## src/rtl/rs_encoder_if.sv

```systemverilog
// rtl/rs_encoder_if.sv - message-in / codeword-out stream bundle for rs_encoder
interface rs_encoder_if;
  logic [7:0] in_data;
  logic       in_valid;
  logic       in_ready;
  logic [7:0] out_data;
  logic       out_valid;
  logic       out_ready;
  logic       out_parity;
  logic       out_last;

  modport master (
    output in_data, in_valid, out_ready,
    input  in_ready, out_data, out_valid, out_parity, out_last
  );

  modport slave (
    input  in_data, in_valid, out_ready,
    output in_ready, out_data, out_valid, out_parity, out_last
  );
endinterface

```

## src/rtl/rs_encoder.sv

```systemverilog
// rtl/rs_encoder.sv - systematic RS(K+6,K) encoder over GF(2^8), t = 3
module multiply (
  input  logic [7:0] a,
  input  logic [7:0] b,
  output logic [7:0] y
);
  logic [7:0] acc;
  logic [7:0] sh;

  // Shift-and-add product, reducing by x^8+x^4+x^3+x^2+1 whenever the shifted operand overflows
  always_comb begin
    acc = 8'h00;
    sh  = a;
    for (int i = 0; i < 8; i++) begin
      if (b[i]) acc = acc ^ sh;
      sh = {sh[6:0], 1'b0} ^ (sh[7] ? 8'h1D : 8'h00);
    end
    y = acc;
  end
endmodule

module rs_encoder #(
  parameter int K = 249
) (
  input logic         clk,
  input logic         rst_n,
  rs_encoder_if.slave bus
);
  localparam logic [0:0] ST_MSG   = 1'b0;
  localparam logic [0:0] ST_PAR   = 1'b1;
  localparam logic [7:0] MSG_LAST = 8'(K - 1);

  logic [0:0] state;
  logic [7:0] msg_cnt;
  logic [2:0] par_cnt;
  logic [7:0] r5, r4, r3, r2, r1, r0;
  logic [7:0] fb;
  logic [7:0] p5, p4, p3, p2, p1, p0;
  logic       free;

  // The output register can take a new byte when empty or being drained this cycle
  assign free         = !bus.out_valid || bus.out_ready;
  assign bus.in_ready = (state == ST_MSG) && free;

  // Feedback of the divider: incoming message byte plus the top remainder byte
  assign fb = bus.in_data ^ r5;

  // Constant-coefficient taps of g(x) = x^6 + 3F x^5 + 01 x^4 + DA x^3 + 20 x^2 + E3 x + 26
  multiply u_g5 (.a(fb), .b(8'h3F), .y(p5));
  multiply u_g4 (.a(fb), .b(8'h01), .y(p4));
  multiply u_g3 (.a(fb), .b(8'hDA), .y(p3));
  multiply u_g2 (.a(fb), .b(8'h20), .y(p2));
  multiply u_g1 (.a(fb), .b(8'hE3), .y(p1));
  multiply u_g0 (.a(fb), .b(8'h26), .y(p0));

  // Message pass-through with LFSR division, then parity drain; everything freezes on a stall
  always_ff @(posedge clk or negedge rst_n) begin
    if (!rst_n) begin
      state          <= ST_MSG;
      msg_cnt        <= 8'd0;
      par_cnt        <= 3'd0;
      r5             <= 8'h00;
      r4             <= 8'h00;
      r3             <= 8'h00;
      r2             <= 8'h00;
      r1             <= 8'h00;
      r0             <= 8'h00;
      bus.out_data   <= 8'h00;
      bus.out_valid  <= 1'b0;
      bus.out_parity <= 1'b0;
      bus.out_last   <= 1'b0;
    end else if (free) begin
      if (state == ST_MSG) begin
        if (bus.in_valid) begin
          bus.out_data   <= bus.in_data;
          bus.out_valid  <= 1'b1;
          bus.out_parity <= 1'b0;
          bus.out_last   <= 1'b0;
          r5 <= r4 ^ p5;
          r4 <= r3 ^ p4;
          r3 <= r2 ^ p3;
          r2 <= r1 ^ p2;
          r1 <= r0 ^ p1;
          r0 <= p0;
          if (msg_cnt == MSG_LAST) begin
            msg_cnt <= 8'd0;
            state   <= ST_PAR;
          end else begin
            msg_cnt <= msg_cnt + 8'd1;
          end
        end else begin
          bus.out_valid <= 1'b0;
        end
      end else begin
        // Shifting zeros in leaves r5..r0 cleared after the sixth byte
        bus.out_data   <= r5;
        bus.out_valid  <= 1'b1;
        bus.out_parity <= 1'b1;
        bus.out_last   <= (par_cnt == 3'd5);
        r5 <= r4;
        r4 <= r3;
        r3 <= r2;
        r2 <= r1;
        r1 <= r0;
        r0 <= 8'h00;
        if (par_cnt == 3'd5) begin
          par_cnt <= 3'd0;
          state   <= ST_MSG;
        end else begin
          par_cnt <= par_cnt + 3'd1;
        end
      end
    end
  end
endmodule

```

## src/flat_wrapper.sv

```systemverilog
// flat-port wrapper written by rule: the top's interface ports become plain ports
module rs_encoder_flat 
#(
  parameter int K = 249
)
  (clk, rst_n, bus_in_data, bus_in_valid, bus_out_ready, bus_in_ready, bus_out_data, bus_out_valid, bus_out_parity, bus_out_last);
  rs_encoder_if bus_i ();
  input logic clk;
  input logic rst_n;
  input wire logic [$bits(bus_i.in_data)-1:0] bus_in_data;
  input wire logic [$bits(bus_i.in_valid)-1:0] bus_in_valid;
  input wire logic [$bits(bus_i.out_ready)-1:0] bus_out_ready;
  output wire logic [$bits(bus_i.in_ready)-1:0] bus_in_ready;
  output wire logic [$bits(bus_i.out_data)-1:0] bus_out_data;
  output wire logic [$bits(bus_i.out_valid)-1:0] bus_out_valid;
  output wire logic [$bits(bus_i.out_parity)-1:0] bus_out_parity;
  output wire logic [$bits(bus_i.out_last)-1:0] bus_out_last;
  assign bus_i.in_data = bus_in_data;
  assign bus_i.in_valid = bus_in_valid;
  assign bus_i.out_ready = bus_out_ready;
  assign bus_in_ready = bus_i.in_ready;
  assign bus_out_data = bus_i.out_data;
  assign bus_out_valid = bus_i.out_valid;
  assign bus_out_parity = bus_i.out_parity;
  assign bus_out_last = bus_i.out_last;
  rs_encoder #(.K(K)) u_core (.clk(clk), .rst_n(rst_n), .bus(bus_i));
endmodule
```

## config.mk

```make
export PLATFORM = sky130hd
export DESIGN_NAME = rs_encoder_flat
export DESIGN_NICKNAME = d
export VERILOG_FILES = /design/src/rtl/rs_encoder_if.sv /design/src/rtl/rs_encoder.sv /design/src/flat_wrapper.sv
export SDC_FILE = /design/constraint.sdc
export NUM_CORES = 1
export LEC_CHECK = 0
export ABC_AREA = 1
export CAP_MARGIN = 20
export CORE_ASPECT_RATIO = 2
export CORE_UTILIZATION = 67
export CTS_BUF_LIST = sky130_fd_sc_hd__clkbuf_8
export CTS_CLUSTER_SIZE = 16
export DETAILED_ROUTE_END_ITERATION = 8
export GPL_TIMING_DRIVEN = 0
export PLACE_DENSITY = 0.85
export SLEW_MARGIN = 0
export SYNTH_ARGS = -nofsm -noshare
export SYNTH_HDL_FRONTEND = slang
export SYNTH_HIERARCHICAL = 1
export SYNTH_SLANG_ARGS = --single-unit
```

## constraint.sdc

```tcl
create_clock -name clk -period 5.55 [get_ports clk]
set_input_delay 1.665 -clock clk [delete_from_list [all_inputs] [get_ports clk]]
set_output_delay 1.665 -clock clk [all_outputs]
set_load 0.005 [all_outputs]
```

==> metrics.log, run 1 <==
[metrics] run status: completed
[metrics] width of the chip: 101 um
[metrics] CTS root buffer: clkbuf_8
[metrics] Sinks on Clock Net: 71
[metrics] final worst path period need: 4630 ps
[metrics] drc violations: 0
[metrics] number of enable-type register cells in the synthesized netlist: 0
[metrics] fill cell total of the finished layout: 1613
[metrics] mux share of post-synthesis cell area: 0%
[metrics] startpoint types: primary input
[metrics] routed wire length per instance: 13.7 um
[metrics] critical path capture point type: register
[metrics] #FFs+latches synth: 71
[metrics] CP top delay family: simple AND/OR/NAND/NOR gates
[metrics] post-cts hold buffer count: 0
[metrics] share of the core filled with cells: 77.2%
[metrics] critical path's largest stage delay: 820 ps
[metrics] clock tree from TritonCTS: done
[metrics] wire length of the first global-routing pass: 64000 um
[metrics] dominant combinational cell family by area after synthesis: simple AND/OR/NAND/NOR gates
[metrics] count of antenna-violating nets left after detailed routing: 0
[metrics] area share of the largest cell type after synthesis: 32.8%
[metrics] Max Clock Skew: 15.5 ps
[metrics] core area: 18900 um2
[metrics] count of pins over their slew limit: 0
[metrics] buffers from clock root to sink, at most: 2
[metrics] buffer count from post-CTS setup fixing: 0
[metrics] effective utilization at floorplan: 69.1%
[metrics] Chip Height: 200 um
[metrics] DP HPWL: 31300 um
[metrics] clock edge transition at the registers on the reported setup and hold paths: 70 ps
[metrics] pre-CTS setup slack: 633 ps
[metrics] ant diodes: 0
[metrics] total routed wirelength: 39300 um
[metrics] highest metal layer with signal wires: met4
[metrics] crit path kind: primary input to register
[metrics] count of different cell masters after synthesis: 33
[metrics] number of standard-cell rows in the floorplan: 71
[metrics] Finished Layout Cells: 2865
[metrics] Net count, final: 2619
[metrics] RSZ-0062 raised after global routing: no
[metrics] arrival time of the worst setup path: 4880 ps
[metrics] CTS buffer count: 9
[metrics] dominant cell type by area after synthesis: nand2_1
[metrics] Final Cycle Share: 83.5%
[metrics] compound-cell area share of the yosys netlist: 3.59%
[metrics] total count of hold-check failures in the final report: 0
[metrics] post-synthesis cell area: 13100 um2
[metrics] Critical Path Most Common Cell: nand2_1
[metrics] I/O pin total: 24
[metrics] detailed-route vias per instance: 5.26
[metrics] weighted congestion reported at the end of routability-driven placement: 1.08
[metrics] Tightest Pin Transition: 1000 ps
[metrics] overflow left after global routing: 0
[metrics] most instantiated cells after synthesis: 1141 x nand2_1, 257 x inv_1, 235 x nand3_1
[metrics] cell count after placement: 2849
[metrics] top cells by area, synth: nand2_1 33%, dfrtp_1 14%, xor2_1 9.2%, nand3_1 9.0%, inv_1 7.4%
[metrics] endpoint required time on the critical path: 5790 ps
[metrics] Worst-Skew Late Latency: 370 ps
[metrics] final setup violation count: 0
[metrics] Layout Cell Area excl Fill: 14600 um2
[metrics] count of port buffers added during placement: 23
[metrics] post-CTS resize count: 0
[metrics] maximum number of pins on one net before global-route repair: 72
[metrics] 1st-iter DRT viols: 739
[metrics] Critical Path Fanout Max: 19
[metrics] layout overhead on the synthesized area: 11.8%
[metrics] Synth Flop Type: dfrtp_1
[metrics] Synth Warn #: 6
[metrics] library cell with the highest instance count after synthesis: nand2_1
[metrics] Seq/Total Area, Yosys: 13.6%
[metrics] number of antenna violations at the first check in global routing: 0
[metrics] die outline area: 20100 um2
[metrics] setup slack of the critical path after layout: 917 ps
[metrics] number of global-route vias before repair: 14400
[metrics] share of final-layout standard cells stronger than drive strength 1: 9.66%
[metrics] Post-Syn Instances: 2408
[metrics] wire length on met2: 20100 um
[metrics] htree depth: 3
[metrics] Avg Cell Area, Syn: 5.43 um2
[metrics] amount of wire on met3 after detailed routing: 2120 um
[metrics] cells along the critical path: clkdlybuf4s50_1 -> xor2_4 -> inv_1 -> nand2_1 -> nand3_1 -> nand3_1 -> nand2_2 -> nor2_1 -> inv_1 -> nand2_1 -> nand2_1 -> nand2_1 -> nand3b_1 -> nand2_1 -> nand2_1 -> xor2_1 -> o21ai_1
[metrics] share of synthesized cell area in and, or, nand and nor gates: 54.2%
[metrics] met1 wire length: 12700 um
[metrics] global router's overall resource usage: 40.6%
[metrics] Relative slew margins: 33.2%
[metrics] synthesized-area fraction occupied by xor and xnor cells: 17.0%
[metrics] CP max-delay cell: xor2_4
[metrics] highest clock rate: 216 MHz
[metrics] placed cell area: 14400 um2
[metrics] routed via count: 15100
[metrics] first-pass detailed-route iteration total: 6
[metrics] total of max-cap violations: 0
[metrics] arithmetic-cell share of the synthesized area counting full adders, half adders and majority gates: 0.191%
[metrics] Async S/R FF share, synth: 100%
[metrics] path class of the lowest-slack min-delay path: register to register
[metrics] worst path bufs/invs: 3
[path summary, 6_finish.rpt]
check | start | end | slack, ps | cells past startpoint
worst max register to register | u_core/r5[4] | u_core/r1[1] | 2310 | 11
worst max-delay path | bus_in_data[1] | u_core/r5[5] | 920 | 17
worst min-delay path | u_core/r0[2] | u_core/r0[2] | 490 | 2
min in group asynchronous | rst_n | u_core/r5[3] | 1410 | 1
max in group asynchronous | rst_n | u_core/r0[5] | 3540 | 1
worst min register to register | u_core/r0[2] | u_core/r0[2] | 490 | 2
[state kept, by name, indices dropped and copies added, names as in the netlist]
register	flops
u_core/r2	8
u_core/bus.out_data	8
u_core/r3	8
u_core/bus.out_valid	1
u_core/r4	8
u_core/bus.out_last	1
u_core/bus.out_parity	1
u_core/r1	8
u_core/par_cnt	3
u_core/state	1
u_core/msg_cnt	8
u_core/r5	8
u_core/r0	8
[metal layers]
metal	global-route usage [%]	vias to the layer above
met5	0	-
li1	-	7578
met1	33.9	6650
met4	40.6	0
met3	8.39	263
met2	75.9	578
[worst min-delay path: cells and delay by family, from the launching register on]
family / cells / cell delay (ps)
flops: 1 / 360
simple gates: 2 / 110
[metrics by stage]
stage                     TNS, ps  hold slack, ps
after global placement     -24460             462
after global routing            0             536
after detailed placement        0             478
final                           0             493
after floorplan                 0             461
after CTS                       0             495
[final cells by class]
class,count,area [um2],area share [%]
Clock inverter,5,25.0,0.171
Clock buffer,11,151,1.04
Sequential cell,71,1780,12.2
Timing Repair Buffer,29,344,2.36
Buffer,71,443,3.03
Multi-Input combinational cell,2144,10500,71.9
Inverter,279,1050,7.17
Tap cell,255,319,2.18
[placed cells by master (no fill, tap or decap), types with 5 or more instances in the layout]
master              n
inv_2              22
buf_2              29
nor2_1            128
clkbuf_1           16
buf_6              13
xnor2_1            64
xnor2_2            28
dfrtp_1            71
nor2_2             15
o21ai_1            49
nand3_2            10
clkdlybuf4s50_1    22
xor2_4              5
nand2_2            76
nand2_4            11
nand3b_1           23
o21ai_2             5
o21ai_0            11
a21oi_1            12
nand2_1          1141
nand4_1            19
or2_1               5
xor2_1            130
a31oi_1             8
clkbuf_8           11
buf_4              14
conb_1            159
nand3_1           235
inv_1             259
[logic make-up after synthesis]
logic type,count (synthesis)
AOI/OAI and AO/OA,87
xor gates and xnor gates,229
adders and majority gates,2
buffers and inverters,350
DFF,71
other,2
and+or+nand+nor,1667
Power of run 1 is not shown: default switching activity piles up to over one toggle a cycle in this logic, so the estimate is an artifact.
==> run 2, diff against run 1 <==
==> constraint.sdc (replaced) <==
create_clock -name clk -period 4.5 [get_ports clk]
set_input_delay 1.35 -clock clk [delete_from_list [all_inputs] [get_ports clk]]
set_output_delay 1.35 -clock clk [all_outputs]
set_load 0.005 [all_outputs]
==> run 2 against run 1 <==
Net effect: non-clock buffer count increased by 6; setup slack got worse by 700 ps; core utilization increased by 0.34 points; critical path depth unchanged; cell count increased by 0.21%; first-iteration DRC count increased by 6.9%; highest routed layer unchanged; global-route usage about the same; critical endpoint is now u_core/r1[2]; register-to-register slack got worse by 970 ps; largest cell class unchanged; routed wire length increased by 1.7%; clock skew increased by 1.8 ps; flip-flop and latch count unchanged.
==> metrics.log, run 2 (same netlist as run 1, synthesis figures left out) <==
[metrics] run status: completed
[metrics] number of antenna violations at the first check in global routing: 0 (unchanged)
[metrics] RSZ-0062 raised after global routing: no
[metrics] number of cells on the worst hold path: 2 (unchanged)
[metrics] final setup violation count: 0 (unchanged)
[metrics] final worst path period need: 4280 ps
[metrics] Final Cycle Share: 95.1%
[metrics] drc violations: 0 (unchanged)
[metrics] most common cell after layout, fill and taps aside: nand2_1
[metrics] Layout Cell Area excl Fill: 14700 um2 (+0.45%)
[metrics] effective utilization at floorplan: 69.1% (unchanged)
[metrics] critical path capture point type: register
[metrics] global router's overall resource usage: 40.7% (about the same)
[metrics] ant diodes: 0 (unchanged)
[metrics] fill cell total of the finished layout: 1594 (-1.2%)
[metrics] arrival time of the worst setup path: 4570 ps (-310 ps)
[metrics] buffers from clock root to sink, at most: 2 (unchanged)
[metrics] die outline area: 20100 um2 (unchanged)
[metrics] launch point of the worst hold path: u_core/r0[2]
[metrics] routed wire length per instance: 13.9 um (+1.5%)
[metrics] CTS buffer count: 9 (unchanged)
[metrics] startpoint types: primary input
[metrics] detailed-route vias per instance: 5.29 (+0.64%)
[metrics] 1st-iter DRT viols: 790 (+6.9%)
[metrics] core area: 18900 um2 (unchanged)
[metrics] Chip Height: 200 um (unchanged)
[metrics] end point of the worst hold path: u_core/r0[2]
[metrics] count of pins over their slew limit: 0 (unchanged)
[metrics] routed via count: 15200 (+0.85%)
[metrics] path class of the lowest-slack min-delay path: register to register
[metrics] Worst-Skew Late Latency: 380 ps (about the same)
[metrics] overflow left after global routing: 0 (unchanged)
[metrics] count of port buffers added during placement: 23 (unchanged)
[metrics] total count of hold-check failures in the final report: 0 (unchanged)
[metrics] total of max-cap violations: 0 (unchanged)
[metrics] Tightest Pin Transition: 1040 ps (+34.7 ps)
[metrics] wire length of the first global-routing pass: 64100 um (about the same)
[metrics] startpoint of the worst register-to-register path: u_core/r5[2]
[metrics] most used cells in the layout excluding fill and tap cells: 1141 x nand2_1, 259 x inv_1, 235 x nand3_1
[metrics] number of global-route vias before repair: 14400 (+0.0069%)
[metrics] share of the core filled with cells: 77.5% (+0.34 points)
[metrics] Relative slew margins: 30.9% (-2.3 points)
[metrics] Critical Path Fanout Max: 24 (+5)
[metrics] endpoint required time on the critical path: 4790 ps (-1000 ps)
[metrics] CTS root buffer: clkbuf_8
[metrics] crit path kind: primary input to register
[metrics] htree depth: 3 (unchanged)
[metrics] maximum number of pins on one net before global-route repair: 72 (unchanged)
[metrics] first-pass detailed-route iteration total: 6 (unchanged)
[metrics] number of standard-cell rows in the floorplan: 71 (unchanged)
[metrics] clock edge transition at the registers on the reported setup and hold paths: 70 ps (about the same)
[metrics] weighted congestion reported at the end of routability-driven placement: 1.08 (unchanged)
[metrics] count of antenna-violating nets left after detailed routing: 0 (unchanged)
[metrics] Net count, final: 2625 (+0.23%)
[metrics] highest clock rate: 234 MHz
[metrics] width of the chip: 101 um (unchanged)
[metrics] clock tree from TritonCTS: done
[metrics] layout overhead on the synthesized area: 12.3%
[metrics] Sinks on Clock Net: 71 (unchanged)
[metrics] DP HPWL: 31300 um (unchanged)
[metrics] total routed wirelength: 39900 um (+1.7%)
[metrics] placed cell area: 14400 um2 (unchanged)
[metrics] register-to-register setup slack: 1340 ps (-970 ps)
[metrics] count of cells along the worst register-to-register path: 16 (+5)
[metrics] I/O pin total: 24 (unchanged)
[metrics] share of final-layout standard cells stronger than drive strength 1: 9.90% (+0.25 points)
[metrics] destination of the worst register-to-register timing path: u_core/r1[2]
[metrics] Max Clock Skew: 17.3 ps (+1.78 ps)
[run 2: cell count changes in the layout (fill, tap and decap cells not counted)]
cell,change
xor2_1,-1
buf_4,+5
buf_12,+1
xor2_2,+1
[run 2: final cells by class]
| class | instances | area (um2) | area share [%] |
|---|---|---|---|
| Sequential cell | 71 | 1780 | 12.1 |
| Tap cell | 255 | 319 | 2.17 |
| Clock inverter | 5 | 25.0 | 0.171 |
| Clock buffer | 11 | 151 | 1.03 |
| Multi-Input combinational cell | 2144 | 10500 | 71.6 |
| Timing Repair Buffer | 35 | 402 | 2.74 |
| Buffer | 71 | 443 | 3.02 |
| Inverter | 279 | 1050 | 7.14 |
[run 2: how the worst max path moves through the flow]
stage | cells past startpoint | from | slack, ps | to
after CTS | 12 | bus_in_data[4] | 260 | u_core/r1[1]
after detailed placement | 12 | bus_in_data[4] | -100 | u_core/r1[1]
after global routing | 17 | bus_in_data[2] | 2 | u_core/r1[2]
after global placement | 17 | bus_in_data[3] | -1610 | u_core/r1[2]
after floorplan | 19 | bus_in_data[6] | 440 | u_core/r1[6]
final | 17 | bus_in_data[2] | 220 | u_core/r1[2]
[run 2: timing repair]
item	4_1_cts	5_1_grt
resized for setup	0	1
endpoints found under the setup margin	0	3
buffers inserted	0	6
hold buffers	0	0
[run 2: through the flow]
step / hold WS (ps) / setup TNS [ps] / setup slack [ps] / instances
finish: 493 / 0 / 219 / 2871
global route: 536 / 0 / 2.22 / 2871
CTS: 495 / 0 / 264 / 2865
detailed placement: 478 / -379 / -102 / 2849
global placement: 462 / -72390 / -1610 / 2843
floorplan: 461 / 0 / 444 / 2565
[run 2: metal layers]
layer,global-route usage (%),vias to the layer above,part of all wire (%)
li1,-,7578,-
met4,40.6,0,11
met5,0,-,0
met3,8.46,284,5.2
met1,33.9,6798,33
met2,75.8,537,51
[run 2: critical path: stages]
cell             delay, ps
clkdlybuf4s50_1        610
xor2_4                 850
inv_1                  150
nand2_1                130
nand2_1                100
xnor2_1                320
nor2_1                  70
nand2_1                 90
nand2_1                 60
nand2_1                 60
nand2_1                 60
nand2_1                 60
inv_1                   30
nor2_1                 250
nand2_1                130
xor2_1                 150
o21ai_1                100
Power of run 2 is left out for the same reason.
==> run 3, diff against run 2 <==
--- a/config.mk
+++ b/config.mk
@@ -8,12 +8,13 @@
 export ABC_AREA = 1
 export CAP_MARGIN = 20
 export CORE_ASPECT_RATIO = 2
-export CORE_UTILIZATION = 67
+export CORE_MARGIN = 2
+export CORE_UTILIZATION = 50
 export CTS_BUF_LIST = sky130_fd_sc_hd__clkbuf_8
 export CTS_CLUSTER_SIZE = 16
 export DETAILED_ROUTE_END_ITERATION = 8
 export GPL_TIMING_DRIVEN = 0
-export PLACE_DENSITY = 0.85
+export PLACE_DENSITY = 0.66
 export SLEW_MARGIN = 0
 export SYNTH_ARGS = -nofsm -noshare
 export SYNTH_HDL_FRONTEND = slang
==> run 3 against run 2 <==
Net effect: critical path depth up 1; global-route usage down 12 points; cell count up 2.8%; count of clock-buffer cells in the layout down 2; setup slack better by 240 ps; cell area up 0.75%; fmax up 5.8%; flip-flop and latch count unchanged.
==> metrics.log, run 3 (same netlist as run 1, synthesis figures left out) <==
[metrics] run status: completed
[metrics] Multi-input gate area: 10500 um2 (unchanged)
[metrics] most common cell after layout, fill and taps aside: nand2_1
[metrics] maximum number of pins on one net before global-route repair: 72 (unchanged)
[metrics] Chip Height: 233 um (+17%)
[metrics] most used cells in the layout excluding fill and tap cells: 1141 x nand2_1, 259 x inv_1, 235 x nand3_1
[metrics] busiest metal layer after global routing: met2
[metrics] first-pass detailed-route iteration total: 6 (unchanged)
[metrics] layout overhead on the synthesized area: 13.1%
[metrics] path class of the lowest-slack min-delay path: register to register
[metrics] post-cts hold buffer count: 0 (unchanged)
[metrics] Sinks on Clock Net: 71 (unchanged)
[metrics] Critical Path Fanout Max: 15 (-38%)
[metrics] clock tree from TritonCTS: done
[metrics] CTS root buffer: clkbuf_8
[metrics] Tightest Pin Transition: 915 ps (-121 ps)
[metrics] core area: 25700 um2 (+36%)
[metrics] Max Clock Skew: 6.35 ps (-10.9 ps)
[metrics] RSZ-0062 raised after global routing: no
[metrics] DP HPWL: 32400 um (+3.8%)
[metrics] Final Cycle Share: 89.9% (-5.3 points)
[metrics] clock edge transition at the registers on the reported setup and hold paths: 70 ps (about the same)
[metrics] count of pins over their slew limit: 0 (unchanged)
[metrics] Hold WS: 482 ps (-11.4 ps)
[metrics] critical path capture point type: register
[metrics] post-CTS resize count: 0 (unchanged)
[metrics] global router's overall resource usage: 28.7% (-12 points)
[metrics] ant diodes: 0 (unchanged)
[metrics] final setup violation count: 0 (unchanged)
[metrics] Layout Cell Area excl Fill: 14800 um2 (+0.75%)
[metrics] arrival time of the worst setup path: 4280 ps (-290 ps)
[metrics] Relative slew margins: 39.0% (+8.2 points)
[metrics] number of antenna violations at the first check in global routing: 0 (unchanged)
[metrics] total routed wirelength: 38600 um (-3.2%)
[metrics] drc violations: 0 (unchanged)
[metrics] total of max-cap violations: 0 (unchanged)
[metrics] highest clock rate: 247 MHz (+5.8%)
[metrics] met2 Track Usage GR: 57.8% (-18 points)
[metrics] htree depth: 3 (unchanged)
[metrics] met3 GRT Util: 1.94% (-6.5 points)
[metrics] routed wire length per instance: 13.1 um (-5.9%)
[metrics] number of global-route vias before repair: 13700 (-4.9%)
[metrics] share of final-layout standard cells stronger than drive strength 1: 9.73% (-0.17 points)
[metrics] I/O pin total: 24 (unchanged)
[metrics] 1st-iter DRT viols: 623 (-21%)
[metrics] number of standard-cell rows in the floorplan: 83 (+17%)
[metrics] count of port buffers added during placement: 23 (unchanged)
[metrics] routed via count: 14400 (-5.1%)
[metrics] cells along the critical path: clkdlybuf4s50_1 -> xor2_4 -> buf_16 -> inv_2 -> nand2_1 -> nand3_2 -> nand2_1 -> nand2_1 -> nand2_2 -> nand2_1 -> xor2_1 -> nand2_1 -> nand2_1 -> nand2_1 -> nand2_1 -> nand2_1 -> xor2_1 -> o21ai_1
[metrics] startpoint types: primary input
[metrics] pre-CTS setup slack: 89.8 ps (+192 ps)
[metrics] critical path's largest stage delay: 610 ps (-240 ps)
[metrics] width of the chip: 118 um (+17%)
[metrics] met1 GRT Util: 27.1% (-6.8 points)
[metrics] wire length of the first global-routing pass: 64100 um (about the same)
[metrics] Worst-Skew Late Latency: 350 ps (-30 ps)
[metrics] count of antenna-violating nets left after detailed routing: 0 (unchanged)
[metrics] crit path kind: primary input to register
[metrics] buffer count from post-CTS setup fixing: 0 (unchanged)
[metrics] overflow left after global routing: 0 (unchanged)
[metrics] CTS buffer count: 9 (unchanged)
[metrics] fill cell total of the finished layout: 2731 (+71%)
[metrics] buffers from clock root to sink, at most: 2 (unchanged)
[metrics] detailed-route vias per instance: 4.89 (-7.6%)
[metrics] CP max-delay cell: clkdlybuf4s50_1
[metrics] setup slack of the critical path after layout: 456 ps (+237 ps)
[metrics] Critical Path Most Common Cell: nand2_1
[metrics] total count of hold-check failures in the final report: 0 (unchanged)
[metrics] placed cell area: 14600 um2 (+1.2%)
[metrics] Sequential Area: 1780 um2 (unchanged)
[metrics] final worst path period need: 4040 ps (-237 ps)
[metrics] endpoint required time on the critical path: 4740 ps (-50 ps)
[metrics] weighted congestion reported at the end of routability-driven placement: 0.916 (-15%)
[metrics] Sum Neg Setup Slack: 0 ps (unchanged)
[metrics] die outline area: 27500 um2 (+37%)
[metrics] Net count, final: 2621 (-0.15%)
[metrics] effective utilization at floorplan: 50.9% (-18 points)
run 3: cell types whose count changed in the layout (fill, tap and decap cells not counted):
| cell | change |
|---|---|
| buf_12 | -1 |
| buf_16 | +2 |
| buf_4 | -5 |
| buf_6 | -1 |
| buf_8 | +1 |
| bufinv_16 | +1 |
| clkbuf_8 | -2 |
run 3: cell type report:
cell class	instances	area share (%)
buffer	71	3.00
clock buffer	9	0.838
clock inverter	6	0.372
inverter	279	7.09
multi-input combinational	2144	71.1
sequential	71	12.0
tap	340	2.88
timing repair buffer	31	2.73
run 3: routing by layer:
metal	part of all wire, %	wire length (um)
met4	7.4	2850
met5	0	0
met2	55	21200
met3	2.5	982
met1	35	13600
run 3: critical path, delay by kind of cell:
family,cells,cell delay [ps]
AND/OR/NAND/NOR,11,980
XOR/XNOR,3,890
AO/OA/AOI/OAI,1,70
buffers and inverters,3,950
run 3: final timing paths:
| path | start | to | slack [ps] | cells after the start |
|---|---|---|---|---|
| worst max-delay path | bus_in_data[6] | u_core/r1[5] | 460 | 18 |
| worst min-delay path | u_core/bus.out_parity | u_core/bus.out_parity | 480 | 2 |
| worst max register to register | u_core/r5[3] | u_core/r5[3] | 1610 | 19 |
| worst min register to register | u_core/bus.out_parity | u_core/bus.out_parity | 480 | 2 |
| max in group asynchronous | rst_n | u_core/r4[1] | 2780 | 1 |
| min in group asynchronous | rst_n | u_core/bus.out_data[3] | 1120 | 1 |
run 3: per-stage QoR:
stage,cells,utilization (%)
6_report,2951,57.6
5_1_grt,2951,57.6
4_1_cts,2951,57.6
3_5_place_dp,2936,56.9
3_3_place_gp,2928,55.8
2_1_floorplan,2565,-
Power of run 3 is left out for the same reason.
